<file path="config.mk">
export PLATFORM = sky130hd
export DESIGN_NAME = reversible_nibble_subtractor
export DESIGN_NICKNAME = d
export VERILOG_FILES = /design/src/rtl/rev_pkg.sv /design/src/rtl/reversible_full_subtractor.sv /design/src/rtl/reversible_nibble_subtractor.sv
export SDC_FILE = /design/constraint.sdc
export NUM_CORES = 1
export LEC_CHECK = 0
export BUFFER_PORTS_ARGS = -buffer_cell sky130_fd_sc_hd__buf_2
export CAP_MARGIN = 20
export CORE_MARGIN = 2
export CORE_UTILIZATION = 50
export CTS_BUF_LIST = sky130_fd_sc_hd__clkbuf_8
export DETAILED_ROUTE_END_ITERATION = 10
export PLACE_DENSITY = 0.79
export SYNTH_ARGS = -nofsm -noshare
export SYNTH_HDL_FRONTEND = slang
export SYNTH_SLANG_ARGS = --single-unit
</file>
<file path="constraint.sdc">
create_clock -name clk -period 3.6 [get_ports clk]
set_clock_uncertainty 0.15 [all_clocks]
set_input_delay 0.18 -clock clk [delete_from_list [all_inputs] [get_ports clk]]
set_output_delay 0.18 -clock clk [all_outputs]
set_load 0.01 [all_outputs]
</file>
<file path="src/rtl/rev_pkg.sv">
// Shared definitions for the reversible nibble subtractor: the nibble size,
// the FSM state encoding and the nibble-count helper used to size the index.
package rev_pkg;

   // Bits handled per RUN cycle; one reversible full subtractor per bit.
   localparam int unsigned NIBBLE = 4;

   typedef enum logic [1:0] {
      StIdle = 2'd0,
      StRun  = 2'd1,
      StDone = 2'd2
   } rns_state_e;

   // Number of nibbles in an operand of the given width (index range).
   function automatic int unsigned num_nibbles(input int unsigned width);
      return width / NIBBLE;
   endfunction

endpackage

</file>
<file path="src/rtl/reversible_full_subtractor.sv">
// Single-bit reversible full subtractor built from two Peres gates.
//   diff = a ^ b ^ bin
//   bout = (~a & b) | (~(a ^ b) & bin)
// The two product terms are mutually exclusive, so the Toffoli XOR in the
// second Peres gate accumulates them into the ancilla as a plain OR.
// The ancilla input must be tied to 0; garbage outputs are not exposed.
module reversible_full_subtractor (
   input  logic a,
   input  logic b,
   input  logic bin,
   input  logic ancilla,
   output logic diff,
   output logic bout
);

   logic a_n;       // NOT gate on a
   logic p1_xor;    // Peres #1 target:  ~a ^ b = ~(a ^ b)
   logic p1_and;    // Peres #1 ancilla: ancilla ^ (~a & b)
   logic p2_xor;    // Peres #2 target:  ~(a ^ b) ^ bin = ~diff

   // Gate cascade: NOT, Peres(a_n, b, ancilla), Peres(p1_xor, bin, p1_and), NOT.
   always_comb begin
      a_n    = ~a;
      p1_xor = a_n ^ b;
      p1_and = ancilla ^ (a_n & b);
      p2_xor = p1_xor ^ bin;
      bout   = p1_and ^ (p1_xor & bin);
      diff   = ~p2_xor;
   end

endmodule

</file>
<file path="src/rtl/reversible_nibble_subtractor.sv">
// Multi-cycle reversible subtractor: reconstructs A = sum - b - cin from an
// adder result, one nibble per cycle, LSB nibble first, with valid/ready on
// both sides. Optional feature macro RNS_CONSISTENCY_CHECK_EN enables the
// mismatch_o check of the final borrow against the captured adder carry-out;
// without it mismatch_o is 0 and carry_i is unused.
module reversible_nibble_subtractor
   import rev_pkg::*;
#(
   parameter int unsigned WIDTH = 8
) (
   input  logic             clk,
   input  logic             rst_n,
   input  logic             in_valid,
   output logic             in_ready,
   input  logic [WIDTH-1:0] sum_i,
   input  logic [WIDTH-1:0] b_i,
   input  logic             cin_i,
   input  logic             carry_i,
   output logic             out_valid,
   input  logic             out_ready,
   output logic [WIDTH-1:0] a_o,
   output logic             borrow_o,
   output logic             mismatch_o
);

   localparam int unsigned     NumNib  = num_nibbles(WIDTH);
   localparam int unsigned     IdxW    = (NumNib > 1) ? $clog2(NumNib) : 1;
   localparam logic [IdxW-1:0] LastIdx = IdxW'(NumNib - 1);

   rns_state_e       state_q, state_d;
   logic [WIDTH-1:0] sum_q, sum_d;
   logic [WIDTH-1:0] b_q, b_d;
   logic [IdxW-1:0]  idx_q, idx_d;
   logic             borrow_q, borrow_d;    // running borrow between nibbles
   logic [WIDTH-1:0] a_q, a_d;
   logic             bout_q, bout_d;        // final borrow, held for borrow_o

   logic [NIBBLE-1:0] min_nib;
   logic [NIBBLE-1:0] sub_nib;
   logic [NIBBLE-1:0] diff_nib;
   logic [NIBBLE:0]   chain;

`ifdef RNS_CONSISTENCY_CHECK_EN
   logic carry_q, carry_d;
   logic mism_q, mism_d;
`else
   logic unused_carry;
   assign unused_carry = carry_i;
`endif

   assign in_ready  = (state_q == StIdle);
   assign out_valid = (state_q == StDone);
   assign a_o       = a_q;
   assign borrow_o  = bout_q;

`ifdef RNS_CONSISTENCY_CHECK_EN
   assign mismatch_o = mism_q;
`else
   assign mismatch_o = 1'b0;
`endif

   // Select the nibble pair addressed by the current index.
   always_comb begin
      min_nib = '0;
      sub_nib = '0;
      for (int unsigned n = 0; n < NumNib; n++) begin
         if (idx_q == IdxW'(n)) begin
            min_nib = sum_q[n*NIBBLE +: NIBBLE];
            sub_nib = b_q[n*NIBBLE +: NIBBLE];
         end
      end
   end

   // Borrow ripples through four reversible full subtractors per cycle.
   assign chain[0] = borrow_q;

   for (genvar i = 0; i < NIBBLE; i++) begin : g_slice
      reversible_full_subtractor u_rfs (
         .a       (min_nib[i]),
         .b       (sub_nib[i]),
         .bin     (chain[i]),
         .ancilla (1'b0),
         .diff    (diff_nib[i]),
         .bout    (chain[i+1])
      );
   end

   // Next-state logic: capture in IDLE, one nibble per RUN cycle, hold in DONE.
   always_comb begin
      state_d  = state_q;
      sum_d    = sum_q;
      b_d      = b_q;
      idx_d    = idx_q;
      borrow_d = borrow_q;
      a_d      = a_q;
      bout_d   = bout_q;
`ifdef RNS_CONSISTENCY_CHECK_EN
      carry_d  = carry_q;
      mism_d   = mism_q;
`endif

      unique case (state_q)
         StIdle: begin
            if (in_valid) begin
               sum_d    = sum_i;
               b_d      = b_i;
               borrow_d = cin_i;
               idx_d    = '0;
`ifdef RNS_CONSISTENCY_CHECK_EN
               carry_d  = carry_i;
`endif
               state_d  = StRun;
            end
         end

         StRun: begin
            for (int unsigned n = 0; n < NumNib; n++) begin
               if (idx_q == IdxW'(n)) begin
                  a_d[n*NIBBLE +: NIBBLE] = diff_nib;
               end
            end
            borrow_d = chain[NIBBLE];
            if (idx_q == LastIdx) begin
               // Index stays at the last nibble; it is cleared on the next acceptance.
               bout_d  = chain[NIBBLE];
`ifdef RNS_CONSISTENCY_CHECK_EN
               mism_d  = (chain[NIBBLE] != carry_q);
`endif
               state_d = StDone;
            end else begin
               idx_d = idx_q + IdxW'(1);
            end
         end

         StDone: begin
            if (out_ready) begin
               state_d = StIdle;
            end
         end

         default: begin
            state_d = StIdle;
         end
      endcase
   end

   // State and datapath registers.
   always_ff @(posedge clk or negedge rst_n) begin
      if (!rst_n) begin
         state_q  <= StIdle;
         sum_q    <= '0;
         b_q      <= '0;
         idx_q    <= '0;
         borrow_q <= 1'b0;
         a_q      <= '0;
         bout_q   <= 1'b0;
      end else begin
         state_q  <= state_d;
         sum_q    <= sum_d;
         b_q      <= b_d;
         idx_q    <= idx_d;
         borrow_q <= borrow_d;
         a_q      <= a_d;
         bout_q   <= bout_d;
      end
   end

`ifdef RNS_CONSISTENCY_CHECK_EN
   // Consistency-check registers: captured carry-out and the resulting flag.
   always_ff @(posedge clk or negedge rst_n) begin
      if (!rst_n) begin
         carry_q <= 1'b0;
         mism_q  <= 1'b0;
      end else begin
         carry_q <= carry_d;
         mism_q  <= mism_d;
      end
   end
`endif

endmodule

</file>
* After elaboration in Yosys (flattened, before gate mapping)
Index checks and enable logic that the tools add are counted.
** Word-level totals
- Register bits :: 29
- Bits of input ports :: 22
- Output and inout port bits :: 12
- Word-level logic and storage cells :: 61
** Cells by class
- Add/subtract/negate cells :: 1
- Eq/ne operators :: 5
- Mux-type cells :: 11
- Bitwise logic cells :: 29
- Reductions and logical operators :: 7
** Operator list (count)
- XOR 1 bit :: 12
- inverter 1 bit :: 9
- bitwise AND 1 bit :: 8
- 2-to-1 mux 4 bit :: 2
- AND reduction 2 bit :: 4
- 2-to-1 mux 2 bit :: 3
- one-hot mux 2 bit (3 select lines) :: 1
- inequality test 2 bit (second input constant) :: 2
- one-hot mux 1 bit (2 select lines) :: 2
- 2-to-1 mux 1 bit :: 3
- AND reduction 3 bit :: 1
- == test 2 x 1 -> 1 bit (second input constant) :: 1
- == test 2 bit (second input constant) :: 1
- logical NOT 2 bit :: 1
- inequality test 2 x 1 -> 1 bit (second input constant) :: 1
- nonzero test 2 bit :: 1
- adder 1 bit (second input constant) :: 1

* Depth between registers and ports, before layout
Gate-level depths: netlist of the first run.
- Word-level depth :: 12
- Depth in mapped cells :: 10
- Depth with buffers taken out :: 9

* Cells and area by module
Synthesis of the first run repeated with hierarchy kept, for this count alone.
** Second synthesis, totals
- Cells, all modules :: 105
- Area total of the unflattened synthesis :: 1511.4 sq um
** Modules (own cells, without submodules)
- reversible_nibble_subtractor :: instances 1, cells an instance 85, area an instance 1286.2 sq um, sequential area each 725.7 sq um
- reversible_full_subtractor :: instances 4, cells an instance 5, area an instance 56.3 sq um, sequential area each 0.0 sq um

* Worst setup path before layout of the first run
Ideal clock, no wire load.
- Path type :: register to register
- From :: reg idx_q
- To :: reg a_q[3] (netlist: a_o[3])
- Library setup time :: 0.125 ns
- Data arrival time :: 2.452 ns
- Required time :: 3.325 ns
- Slack :: 0.873 ns
- Stages on the path, launching flop included :: 10
- Buffers on the path :: 1
- Clock period less this slack :: 2.727 ns
- Cells stage by stage :: dfrtp_1 > buf_2 > mux2i_1 > fa_1 > inv_1 > fa_1 > fa_1 > inv_1 > fa_1 > mux2_4
** Between the ends
- Cells in the longest elaborated chain, start to end :: 11
- Elaborated cells between the ends (all ways) :: 23
- Those cells by class :: mux (2); bitwise (20); reduce/logical (1)
** Ends and longest elaborated chain
- from (decl) :: RTL line reversible_nibble_subtractor.sv:33 : logic [IdxW-1:0] idx_q, idx_d;
- from (signal assigned) :: RTL line reversible_nibble_subtractor.sv:161 : idx_q <= idx_d;
- 2-to-1 mux 4 bit :: RTL line reversible_nibble_subtractor.sv:67 : if (idx_q == IdxW'(n)) begin
- inverter 1 bit :: RTL line reversible_full_subtractor.sv:23 : a_n = ~a;
- XOR 1 bit :: RTL line reversible_full_subtractor.sv:24 : p1_xor = a_n ^ b;
- bitwise AND 1 bit :: RTL line reversible_full_subtractor.sv:27 : bout = p1_and ^ (p1_xor & bin);
- XOR 1 bit :: RTL line reversible_full_subtractor.sv:27
- bitwise AND 1 bit :: RTL line reversible_full_subtractor.sv:27
- XOR 1 bit :: RTL line reversible_full_subtractor.sv:27
- bitwise AND 1 bit :: RTL line reversible_full_subtractor.sv:27
- XOR 1 bit :: RTL line reversible_full_subtractor.sv:27
- XOR 1 bit (*) :: RTL line reversible_full_subtractor.sv:26 : p2_xor = p1_xor ^ bin;
- inverter 1 bit (*) :: RTL line reversible_full_subtractor.sv:28 : diff = ~p2_xor;
- net g_slice[3].u_rfs.diff :: RTL line reversible_full_subtractor.sv:12 : output logic diff,
- to (signal assigned) :: RTL line reversible_nibble_subtractor.sv:155 : a_q <= '0;
- to (signal assigned) :: RTL line reversible_nibble_subtractor.sv:163 : a_q <= a_d;
- to (decl) :: RTL line reversible_nibble_subtractor.sv:35 : logic [WIDTH-1:0] a_q, a_d;
Mark *: on every way through the listed nets, which the timed path passes. The rest lies on a longest branch.
A chain may end at the register's enable or synchronous reset.

* Worst setup path after layout of the first run
Same ends and word-level chain as after synthesis.

==> impl_results.md, run 1 <==
* Total core area at 2500 um2
* Largest stage delay on the critical path at 450 ps
* Instance count on the critical path at 8
* Main flop type after synthesis: dfrtp_1
* Total power density per cell area at 903 nW/um2
* Insertion delay to the later sink of the worst-skew pair at 280 ps
* Clock edge transition at the registers on the reported setup and hold paths at 60 ps
* Worst path arrival time at 2750 ps
* Final hold viol count at 0
* Sequential area share after synthesis at 0.549
* Total of buffers placed on input and output ports at 31
* Setup repair after global routing missed its margin: no
* Antenna violation net count after detailed routing at 0
* Top-Level Pins at 34
* Total global routing track utilization at 0.181
* Class of the worst hold path: input pin to flip-flop
* Die area at 3070 um2
* Proportion of netlist area held by the largest area contributor at 0.549
* Final worst-path setup slack at 858 ps
* IR drop worst, VDD at 0.605 mV
* Required arrival time at the worst endpoint at 3610 ps
* Deepest level of the CTS H-tree at 2
* Clock tree from TritonCTS: done
* Number of gates resized after CTS at 0
* Synth top cells by count: dfrtp_1, mux2_2, o21ai_0
* Pin count of the biggest net entering global routing at 30
* Vias/cell at 4.97
* First-pass DRT Iterations at 4
* CP endpoint kind: flip-flop
* Routability-driven placement congestion ratio at 0.848
* Top cell type by total area after synthesis: dfrtp_1
* Post-synthesis cell area at 1320 um2
* Signed area change from the synthesized netlist to the final layout at 31.3%
* Slew at the pin with the worst max-slew slack at 623 ps
* Final period utilization at 0.762
* Final cell count without fillers at 179
* Worst reg2reg path depth at 8
* Share of flip-flops with an asynchronous set or reset after synthesis at 1.00
* Critical path buffers and inverters at 2
* Die X at 55.4 um
* Number of buffers created by CTS at 5
* Average footprint of a synthesized cell at 13.6 um2
* Final setup viols at 0
* Nature of the critical path startpoint: flip-flop
* Maximum operating frequency at 365 MHz
* Post-Syn Instances at 97
* Critical path fanouts, max at 4
* FF-to-FF Start: idx_q
* Overall power after layout at 1.57 mW
* Category of the critical setup timing path: flip-flop to flip-flop
* Cts hold-fix bufs at 17
* Reg-to-reg setup timing slack at 860 ps
* Diodes inserted at 0
* Avg WL per Cell at 12.7 um
* Max-slew violation total from the final report at 0
* Post-placement setup slack at 869 ps
* Worst Hold Path EP: sum_q[4]
* Clock buffer depth at 2
* Detailed-placement wirelength estimate at 1.69 mm
* Post-placement cell count at 154
* Crit path top cell by count: fa_1
* Num rows at 18
* Via count at 890
* Top cells by area, synth: dfrtp_1, mux2_2, fa_1
* CTS Root Cell: clkbuf_8
* DRC violation count after routing at 0
* Startpoint of the most critical hold path: sum_i[4]
* Nets@finish at 174
* Global-route wire length before repair at 4.13 mm
* Crit path max-delay family: adder cells
* Run status: complete, no violations
* Number of cells traversed by the worst hold path at 2
* #FFs+latches synth at 29
* Synth Net Count at 123
* Number of enable flip-flop cells after synthesis at 0
* Global route total overflow at 0
* Iter 0 DRT Violations at 16
* Static leakage at 0.840 nW
* Initial antenna violation count at 0
* Number of global-route vias before repair at 930
* Clock tree sinks at 29
* Yosys warnings at 0
* Unique masters post-synth at 21
* Worst-path cell chain: mux2i_1 -> fa_1 -> inv_1 -> fa_1 -> fa_1 -> inv_1 -> fa_1 -> mux2_4
* Leading cell type by number of instances after synthesis: dfrtp_1
* Effective utilization at floorplan at 0.529
* Final setup TNS at 0 ps
* Tmin final at 2740 ps
* Slew HR at 0.585
* CP max stage cell: fa_1
* Die height at 55.4 um
* Worst flop-to-flop path endpoint: a_o[3]
* Layout cell share with drive strength beyond 1 at 0.423
* Maximum capacitance violations at 0
* Total Wirelength at 2.28 mm
* Post-route core utilization at 0.695
* Post-CTS setup buffers at 0
## state kept, by name (all words and copies together), names as in the netlist
name	cells
borrow_q	1
idx_q	1
b_q	8
state_q	2
sum_q	8
a_o	8
borrow_o	1
## layout by cell type, fill, tap and decap left out, types with 2 or more instances in the layout
cell / instances
mux2i_1: 4
a21oi_1: 2
nand2_1: 6
dfrtp_1: 29
buf_2: 31
o21ai_0: 8
mux2_2: 22
dlygate4sd3_1: 17
clkbuf_8: 5
mux2_4: 2
inv_1: 9
fa_1: 4
## through the flow
stage	cell area [um2]	hold WS (ps)
after floorplan	1320	-266
after global placement	1490	72.7
after detailed placement	1490	84.2
after CTS	1740	11.6
after global routing	1740	0.803
final	1740	12.5
## layout make-up
class | count | area (um2)
fillers | 189 | 763
clock buffers | 5 | 68.8
clock inverters | 3 | 11.3
flip-flops and latches | 29 | 726
multi-input cells | 57 | 538
repair buffers | 49 | 333
inverters | 6 | 22.5
well taps | 30 | 37.5
## worst register-to-register path: cells and delay by family (launching register included)
kind | cells | cell delay (ps)
adder cells (fa/ha/maj) | 4 | 1390
multiplexers | 2 | 540
flip-flops | 1 | 420
buffers and inverters | 2 | 130
## power by group
group	total [mW]	switching (mW)	leakage, nW	internal [mW]
sequential	0.592	0.0984	0.345	0.494
combinational	0.736	0.340	0.443	0.396
clock	0.239	0.111	0.0519	0.128
## metal layers
layer,vias up,track usage,wire length (um)
li1,426,-,-
met1,426,0.213,948
met2,30,0.279,1120
met3,8,0.0796,152
met4,0,0.0941,60
met5,-,0,0
## logic make-up after synthesis
group	share of synthesized area
flip-flops	0.549
multiplexers	0.240
AO/OA/AOI/OAI	0.0511
AND/OR/NAND/NOR	0.0520
buffers and inverters	0.0445
adder cells (fa/ha/maj)	0.0606
other	0.00284
## how the worst max path moves through the flow
stage / startpoint / endpoint
3_5_place_dp: idx_q / a_o[3]
3_3_place_gp: idx_q / a_o[3]
5_1_grt: idx_q / a_o[3]
2_1_floorplan: idx_q / a_o[3]
6_report: idx_q / a_o[3]
4_1_cts: idx_q / a_o[3]
No activity file was read; power rests on OpenSTA's default activity.
==> run 2, diff against run 1 <==
--- a/config.mk
+++ b/config.mk
@@ -8,10 +8,10 @@
 export BUFFER_PORTS_ARGS = -buffer_cell sky130_fd_sc_hd__buf_2
 export CAP_MARGIN = 20
 export CORE_MARGIN = 2
-export CORE_UTILIZATION = 50
+export CORE_UTILIZATION = 49
 export CTS_BUF_LIST = sky130_fd_sc_hd__clkbuf_8
 export DETAILED_ROUTE_END_ITERATION = 10
-export PLACE_DENSITY = 0.79
+export PLACE_DENSITY = 0.81
 export SYNTH_ARGS = -nofsm -noshare
 export SYNTH_HDL_FRONTEND = slang
 export SYNTH_SLANG_ARGS = --single-unit
==> constraint.sdc (replaced) <==
create_clock -name clk -period 2.4 [get_ports clk]
set_clock_uncertainty 0.15 [all_clocks]
set_input_delay 0.12 -clock clk [delete_from_list [all_inputs] [get_ports clk]]
set_output_delay 0.12 -clock clk [all_outputs]
set_load 0.01 [all_outputs]
==> run 2 against run 1 <==
Net effect: the run now ends with negative setup slack left; maximum frequency is 5.6% higher; critical path depth stayed put; first-iteration DRC count is 56% lower; utilization is 1.4 points higher; worst setup slack worse by 1100 ps; global-route usage is 1.7 points lower; non-clock buffer count is 3 higher; power is 57% higher; count of clock-buffer cells in the layout is 1 higher; clock power is 64% higher; final cell count is 1.1% higher; largest cell class unchanged; largest power group unchanged; highest routed layer unchanged.
==> impl_results.md, run 2 (synthesis gave the netlist of run 1 again) <==
* CTS Root Cell: clkbuf_8
* Slew HR at 0.580 (-0.00460)
* Signed area change from the synthesized netlist to the final layout at 35.1%
* Worst path arrival time at 2610 ps (-140 ps)
* Fill cell count at 196 (+3.7%)
* Number of global-route vias before repair at 862 (-7.3%)
* Nature of the critical path startpoint: flip-flop
* Slew at the pin with the worst max-slew slack at 629 ps (+6.89 ps)
* Final setup viols at 3 (+3)
* Final period utilization at 1.08 (+0.320)
* Die height at 56.0 um (+0.94%)
* Top-Level Pins at 34 (unchanged)
* Category of the critical setup timing path: flip-flop to flip-flop
* Total power density per cell area at 1380 nW/um2 (+53%)
* Number of buffers created by CTS at 5 (unchanged)
* Final hold viol count at 0 (unchanged)
* Maximum operating frequency at 385 MHz (+5.6%)
* Deepest level of the CTS H-tree at 2 (unchanged)
* Max-slew violation total from the final report at 0 (unchanged)
* Worst hold margin at 25.2 ps (+12.6 ps)
* Post-route core utilization at 0.708 (+0.0136)
* Num rows at 18 (unchanged)
* Iter 0 DRT Violations at 7 (-9)
* Vias/cell at 5.05 (+1.6%)
* Avg WL per Cell at 13.2 um (+3.4%)
* Global route total overflow at 0 (unchanged)
* Required arrival time at the worst endpoint at 2410 ps (-1200 ps)
* Met3 routing resource usage after global routing at 0.0488 (-0.0308)
* Post-placement setup slack at -253 ps (-1120 ps)
* Pin count of the biggest net entering global routing at 30 (unchanged)
* Die area at 3130 um2 (+1.9%)
* Total core area at 2520 um2 (+0.90%)
* CP endpoint kind: flip-flop
* First-pass DRT Iterations at 2 (-2)
* Cell area after placement at 1510 um2 (+1.3%)
* Clock edge transition at the registers on the reported setup and hold paths at 60 ps (about the same)
* Maximum capacitance violations at 0 (unchanged)
* Final worst-path setup slack at -196 ps (-1050 ps)
* Total global routing track utilization at 0.164 (-0.0173)
* Most frequent standard cell in the layout excluding fill and tap cells: buf_2
* Failing checks: negative setup slack
* Antenna violation net count after detailed routing at 0 (unchanged)
* M2 GR Usage at 0.264 (-0.0153)
* Nets@finish at 177 (+1.7%)
* Largest stage delay on the critical path at 420 ps (-30 ps)
* Run status: finished with violations
* IR drop worst, VDD at 0.946 mV (+56%)
* Critical path fanouts, max at 5 (+1)
* Clock tree sinks at 29 (unchanged)
* Final std cell area, no fill at 1790 um2 (+2.9%)
* Class of the worst hold path: input pin to flip-flop
* Commonest cells after routing, fill and taps aside: buf_2, dfrtp_1, mux2_2
* Worst-path cell chain: mux2i_1 -> fa_2 -> inv_2 -> fa_2 -> fa_2 -> inv_2 -> fa_1 -> mux2_4
* Die X at 56.0 um (+0.94%)
* Total of buffers placed on input and output ports at 31 (unchanged)
* Critical path buffers and inverters at 2 (unchanged)
* Via count at 914 (+2.7%)
* Insertion delay to the later sink of the worst-skew pair at 280 ps (about the same)
* CP max stage cell: dfrtp_2
* Tmin final at 2600 ps (-147 ps)
* DRC violation count after routing at 0 (unchanged)
* Layer carrying the most global-route usage: met2
* Overall power after layout at 2.46 mW (+57%)
* Crit path top cell by count: fa_2
* Diodes inserted at 0 (unchanged)
* Routability-driven placement congestion ratio at 0.807 (-4.8%)
* Clock buffer depth at 2 (unchanged)
* Met1 Usage GRT at 0.209 (-0.00392)
* Global-route wire length before repair at 3.87 mm (-6.4%)
* Static leakage at 0.850 nW (+1.2%)
* Crit path max-delay family: adder cells
* Effective utilization at floorplan at 0.524 (-0.00472)
* Detailed-placement wirelength estimate at 1.64 mm (-2.9%)
* Clock tree from TritonCTS: done
* Initial antenna violation count at 0 (unchanged)
* Total Wirelength at 2.38 mm (+4.5%)
* Layout cell share with drive strength beyond 1 at 0.483 (+0.0606)
* Setup repair after global routing missed its margin: yes
==> run 2: cell types whose count changed in the layout (fill, tap and decap cells not counted), moves of 2 or more <==
cell	delta
inv_1	-4
fa_1	-3
fa_2	+3
buf_4	+2
inv_2	+2
==> run 2: area by class of cell <==
type	instances	area, um2	area share
repair buffers	52	358	0.200
clock buffers	6	82.6	0.0462
inverters	6	22.5	0.0126
multi-input cells	57	556	0.311
clock inverters	1	3.75	0.00210
well taps	30	37.5	0.0210
flip-flops and latches	29	727	0.407
==> run 2: path summary, 6_finish.rpt <==
kind                                from          to  slack (ps)  cells after the start
worst max-delay path               idx_q      a_o[3]        -200                      8
worst min-delay path            in_valid  state_q[0]          30                      3
worst max register to register     idx_q      a_o[3]        -200                      8
worst min register to register    a_o[6]      a_o[6]         320                      2
max in group asynchronous          rst_n       idx_q        1410                      2
min in group asynchronous          rst_n  state_q[1]         240                      2
==> run 2: per-layer routing <==
| metal | up-vias | share of wire |
|---|---|---|
| met5 | - | 0 |
| met4 | 0 | 0.019 |
| met3 | 4 | 0.045 |
| met2 | 27 | 0.49 |
| met1 | 450 | 0.45 |
| li1 | 433 | - |
==> run 2: metrics by stage <==
step           instances  TNS (ps)
2_1_floorplan         97      -485
3_3_place_gp         155      -434
3_5_place_dp         155      -698
4_1_cts              181      -498
5_1_grt              181      -818
6_report             181      -478
==> run 2: report_power, final <==
part	leakage [nW]	total (mW)	switching, mW	internal (mW)
Clock	0.0485	0.393	0.170	0.222
Combinational	0.458	1.17	0.521	0.648
Sequential	0.344	0.903	0.160	0.743
Total	0.850	2.46	0.852	1.61
==> run 2: repair_timing <==
| item | 4_1_cts | 5_1_grt |
|---|---|---|
| hold endpoints to repair | 46 | 0 |
| buffers inserted | 1 | 0 |
| gates resized for setup | 4 | 0 |
| endpoints found under the setup margin | 4 | 4 |
| hold buffers | 18 | 0 |
| pin swaps | 0 | 0 |
==> run 2: worst register-to-register path: cells and delay by family, from the launching register on <==
| family | cells | cell delay [ps] |
|---|---|---|
| adder cells (fa/ha/maj) | 4 | 1310 |
| buffers and inverters | 2 | 100 |
| flip-flops | 1 | 420 |
| multiplexers | 2 | 510 |
==> run 3, diff against run 2 <==
--- a/config.mk
+++ b/config.mk
@@ -8,10 +8,11 @@
 export BUFFER_PORTS_ARGS = -buffer_cell sky130_fd_sc_hd__buf_2
 export CAP_MARGIN = 20
 export CORE_MARGIN = 2
-export CORE_UTILIZATION = 49
+export CORE_UTILIZATION = 50
 export CTS_BUF_LIST = sky130_fd_sc_hd__clkbuf_8
 export DETAILED_ROUTE_END_ITERATION = 10
 export PLACE_DENSITY = 0.81
 export SYNTH_ARGS = -nofsm -noshare
 export SYNTH_HDL_FRONTEND = slang
+export SYNTH_HIERARCHICAL = 1
 export SYNTH_SLANG_ARGS = --single-unit
==> constraint.sdc (replaced) <==
create_clock -name clk -period 2.4 [get_ports clk]
set_clock_uncertainty 0.15 [all_clocks]
set_input_delay 0.12 -clock clk [delete_from_list [all_inputs] [get_ports clk]]
set_output_delay 0.12 -clock clk [all_outputs]
set_load 0.02 [all_outputs]
==> run 3 against run 2 <==
Net effect: the run ends with design-rule violations, negative setup slack left; maximum frequency shrank 16%; final cell count grew 9.4%; global-route usage grew 3.2 points; sequential power grew 2%; first-iteration DRC count grew to 2.6 times the previous value; clock power grew 13%.
==> impl_results.md, run 3 <==
* Static leakage at 1.02 nW (+20%)
* Clock buffer depth at 2 (unchanged)
* Category of the critical setup timing path: flip-flop to flip-flop
* Crit path top cell by count: xor3_1
* Final setup viols at 6 (+3)
* Effective utilization at floorplan at 0.539 (+0.0145)
* Post-synthesis cell area at 1510 um2 (+14%)
* Overall power after layout at 3.49 mW (+42%)
* #FFs+latches synth at 29 (unchanged)
* Final hold viol count at 0 (unchanged)
* Pin count of the biggest net entering global routing at 30 (unchanged)
* Die area at 3480 um2 (+11%)
* Post-Syn Instances at 105 (+8.2%)
* Top-Level Pins at 34 (unchanged)
* Slew HR at 0.569 (-0.0115)
* Num rows at 19 (+1)
* Largest stage delay on the critical path at 420 ps (about the same)
* Run status: finished with violations
* Number of enable flip-flop cells after synthesis at 0 (unchanged)
* First-pass DRT Iterations at 6 (+4)
* Detailed-placement wirelength estimate at 1.97 mm (+20%)
* Total Wirelength at 2.90 mm (+22%)
* Share of flip-flops with an asynchronous set or reset after synthesis at 1.00 (unchanged)
* IR drop worst, VDD at 1.19 mV (+26%)
* Worst path arrival time at 3100 ps (+490 ps)
* Total of buffers placed on input and output ports at 31 (unchanged)
* FF-to-FF Start: idx_q
* Maximum capacitance violations at 0 (unchanged)
* Final cell count without fillers at 198 (+9.4%)
* Initial antenna violation count at 0 (unchanged)
* CP endpoint kind: flip-flop
* Commonest cells after routing, fill and taps aside: buf_2, dfrtp_1, mux2_2, dlygate4sd3_1, mux2_4
* Average footprint of a synthesized cell at 14.4 um2 (+5.6%)
* CP max stage cell: dfrtp_1
* Most frequent standard cell in the layout excluding fill and tap cells: buf_2
* Layout cell share with drive strength beyond 1 at 0.521 (+0.0375)
* Worst-path cell chain: mux2_4 -> inv_4 -> ha_4 -> ha_4 -> xor3_1 -> ha_2 -> xor3_1 -> ha_2 -> xor3_1 -> ha_2 -> xor3_1 -> mux2_2
* Setup repair after global routing missed its margin: yes
* Post-route core utilization at 0.735 (+0.0263)
* Fill cell count at 200 (+2.0%)
* Number of buffers created by CTS at 5 (unchanged)
* Top cells by area, synth: dfrtp_1, mux2_2, mux2_4
* Number of global-route vias before repair at 1122 (+30%)
* Deepest level of the CTS H-tree at 2 (unchanged)
* Leading cell type by number of instances after synthesis: dfrtp_1
* Proportion of netlist area held by the largest area contributor at 0.480 (-0.0686)
* Nature of the critical path startpoint: flip-flop
* Class of the worst hold path: input pin to flip-flop
* Unique masters post-synth at 21 (unchanged)
* Maximum operating frequency at 325 MHz (-16%)
* Critical path launch point: idx_q
* Global-route wire length before repair at 4.91 mm (+27%)
* Yosys warnings at 6 (+6)
* Total power density per cell area at 1690 nW/um2 (+23%)
* Via count at 993 (+8.6%)
* Diodes inserted at 0 (unchanged)
* Clock edge transition at the registers on the reported setup and hold paths at 60 ps (about the same)
* Failing checks: design-rule violations, negative setup slack
* Avg WL per Cell at 14.7 um (+11%)
* Required arrival time at the worst endpoint at 2420 ps (about the same)
* CTS Root Cell: clkbuf_8
* Synth top cells by count: dfrtp_1, mux2_2, inv_1, mux2_4, ha_1
* Global route total overflow at 0 (unchanged)
* Critical path fanouts, max at 3 (-2)
* Sequential area share after synthesis at 0.480 (-0.0686)
* Total global routing track utilization at 0.196 (+0.0319)
* Routability-driven placement congestion ratio at 0.726 (-10%)
* Insertion delay to the later sink of the worst-skew pair at 280 ps (about the same)
* Tmin final at 3080 ps (+481 ps)
* Antenna violation net count after detailed routing at 0 (unchanged)
* Total core area at 2810 um2 (+11%)
* Die X at 59.0 um (+5.4%)
* Post-placement setup slack at -787 ps (-534 ps)
* Nets@finish at 196 (+11%)
* Clock tree from TritonCTS: done
* Final worst-path setup slack at -677 ps (-481 ps)
* Post-placement cell count at 170 (+9.7%)
* Startpoint of the most critical hold path: cin_i
* Final setup TNS at -2980 ps (-2500 ps)
* Vias/cell at 5.02 (-0.68%)
* Iter 0 DRT Violations at 18 (+11)
* Main flop type after synthesis: dfrtp_1
* Slew at the pin with the worst max-slew slack at 647 ps (+17.2 ps)
* Final period utilization at 1.28 (+0.201)
* Die height at 59.0 um (+5.4%)
* Clock tree sinks at 29 (unchanged)
* Max-slew violation total from the final report at 0 (unchanged)
* DRC violation count after routing at 3 (+3)
* Signed area change from the synthesized netlist to the final layout at 36.3%
* Top cell type by total area after synthesis: dfrtp_1
[run 3: cell count changes after synthesis, moves of 3 or more]
cell / before / now
fa_1: 4 / 0
ha_1: 0 / 8
inv_1: 6 / 10
mux2_4: 2 / 10
mux2i_1: 4 / 1
nand2_1: 6 / 2
nor3_1: 0 / 3
o21ai_0: 8 / 0
xor3_1: 0 / 4
[run 3: report_power, final]
| group | switching [mW] | internal [mW] | total [mW] | leakage [nW] |
|---|---|---|---|---|
| combinational | 0.920 | 1.20 | 2.12 | 0.622 |
| clock | 0.185 | 0.259 | 0.444 | 0.0542 |
| sequential | 0.170 | 0.751 | 0.921 | 0.341 |
| total | 1.28 | 2.21 | 3.49 | 1.02 |
[run 3: critical path, delay by kind of cell (launching register included)]
| family | cells | cell delay, ps |
|---|---|---|
| adder cells (fa/ha/maj) | 5 | 880 |
| flip-flops | 1 | 420 |
| buffers and inverters | 1 | 60 |
| XOR/XNOR | 4 | 840 |
| multiplexers | 2 | 600 |
[run 3: final timing paths]
| check | slack (ps) | cells after the start | to |
|---|---|---|---|
| min | 70 | 3 | borrow_q |
| max | -680 | 12 | borrow_o |
| max in group asynchronous | 1430 | 2 | a_o[0] |
| max reg2reg | -680 | 12 | borrow_o |
| min in group asynchronous | 250 | 2 | b_q[4] |
| min reg2reg | 350 | 1 | state_q[0] |
[run 3: repair_timing]
item                                    CTS  global route
pin swaps                                 1             1
setup buffers                             1             0
endpoints found under the setup margin    6             6
endpoints found under the hold margin    47             0
hold buffers                             19             0
gates resized for setup                  13             1
[run 3: area by class of cell]
class / instances / area (um2) / area share
clock buffer: 7 / 96.3 / 0.0468
clock inverter: 1 / 5.00 / 0.00243
inverter: 10 / 40.0 / 0.0194
multi-input combinational: 66 / 779 / 0.378
sequential: 29 / 726 / 0.352
tap: 31 / 38.8 / 0.0188
timing repair buffer: 54 / 375 / 0.182
[run 3: logic make-up (layout without fill, tap and decap cells)]
logic type	Yosys count	after routing	synth area share
muxes	34	34	0.277
DFF	29	29	0.480
buffers and inverters	14	72	0.0455
and+or+nand+nor	13	13	0.0563
adders and majority gates	8	8	0.0662
xor gates and xnor gates	4	4	0.0629
AOI/OAI and AO/OA	2	2	0.00911
other	1	5	0.00248
[run 3: routing by layer]
| layer | wire length, um | up-vias | global-route usage |
|---|---|---|---|
| met5 | 0 | - | 0 |
| met4 | 70 | 0 | 0.120 |
| met3 | 144 | 8 | 0.0459 |
| met2 | 1360 | 33 | 0.316 |
| met1 | 1320 | 477 | 0.237 |
| li1 | - | 475 | - |
[run 3: metrics by stage]
stage / hold slack, ps / area (um2)
final: 69.0 / 2060
after global routing: 99.6 / 2060
after CTS: 81.9 / 2060
after detailed placement: 31.4 / 1710
after global placement: 11.4 / 1710
after floorplan: -326 / 1530
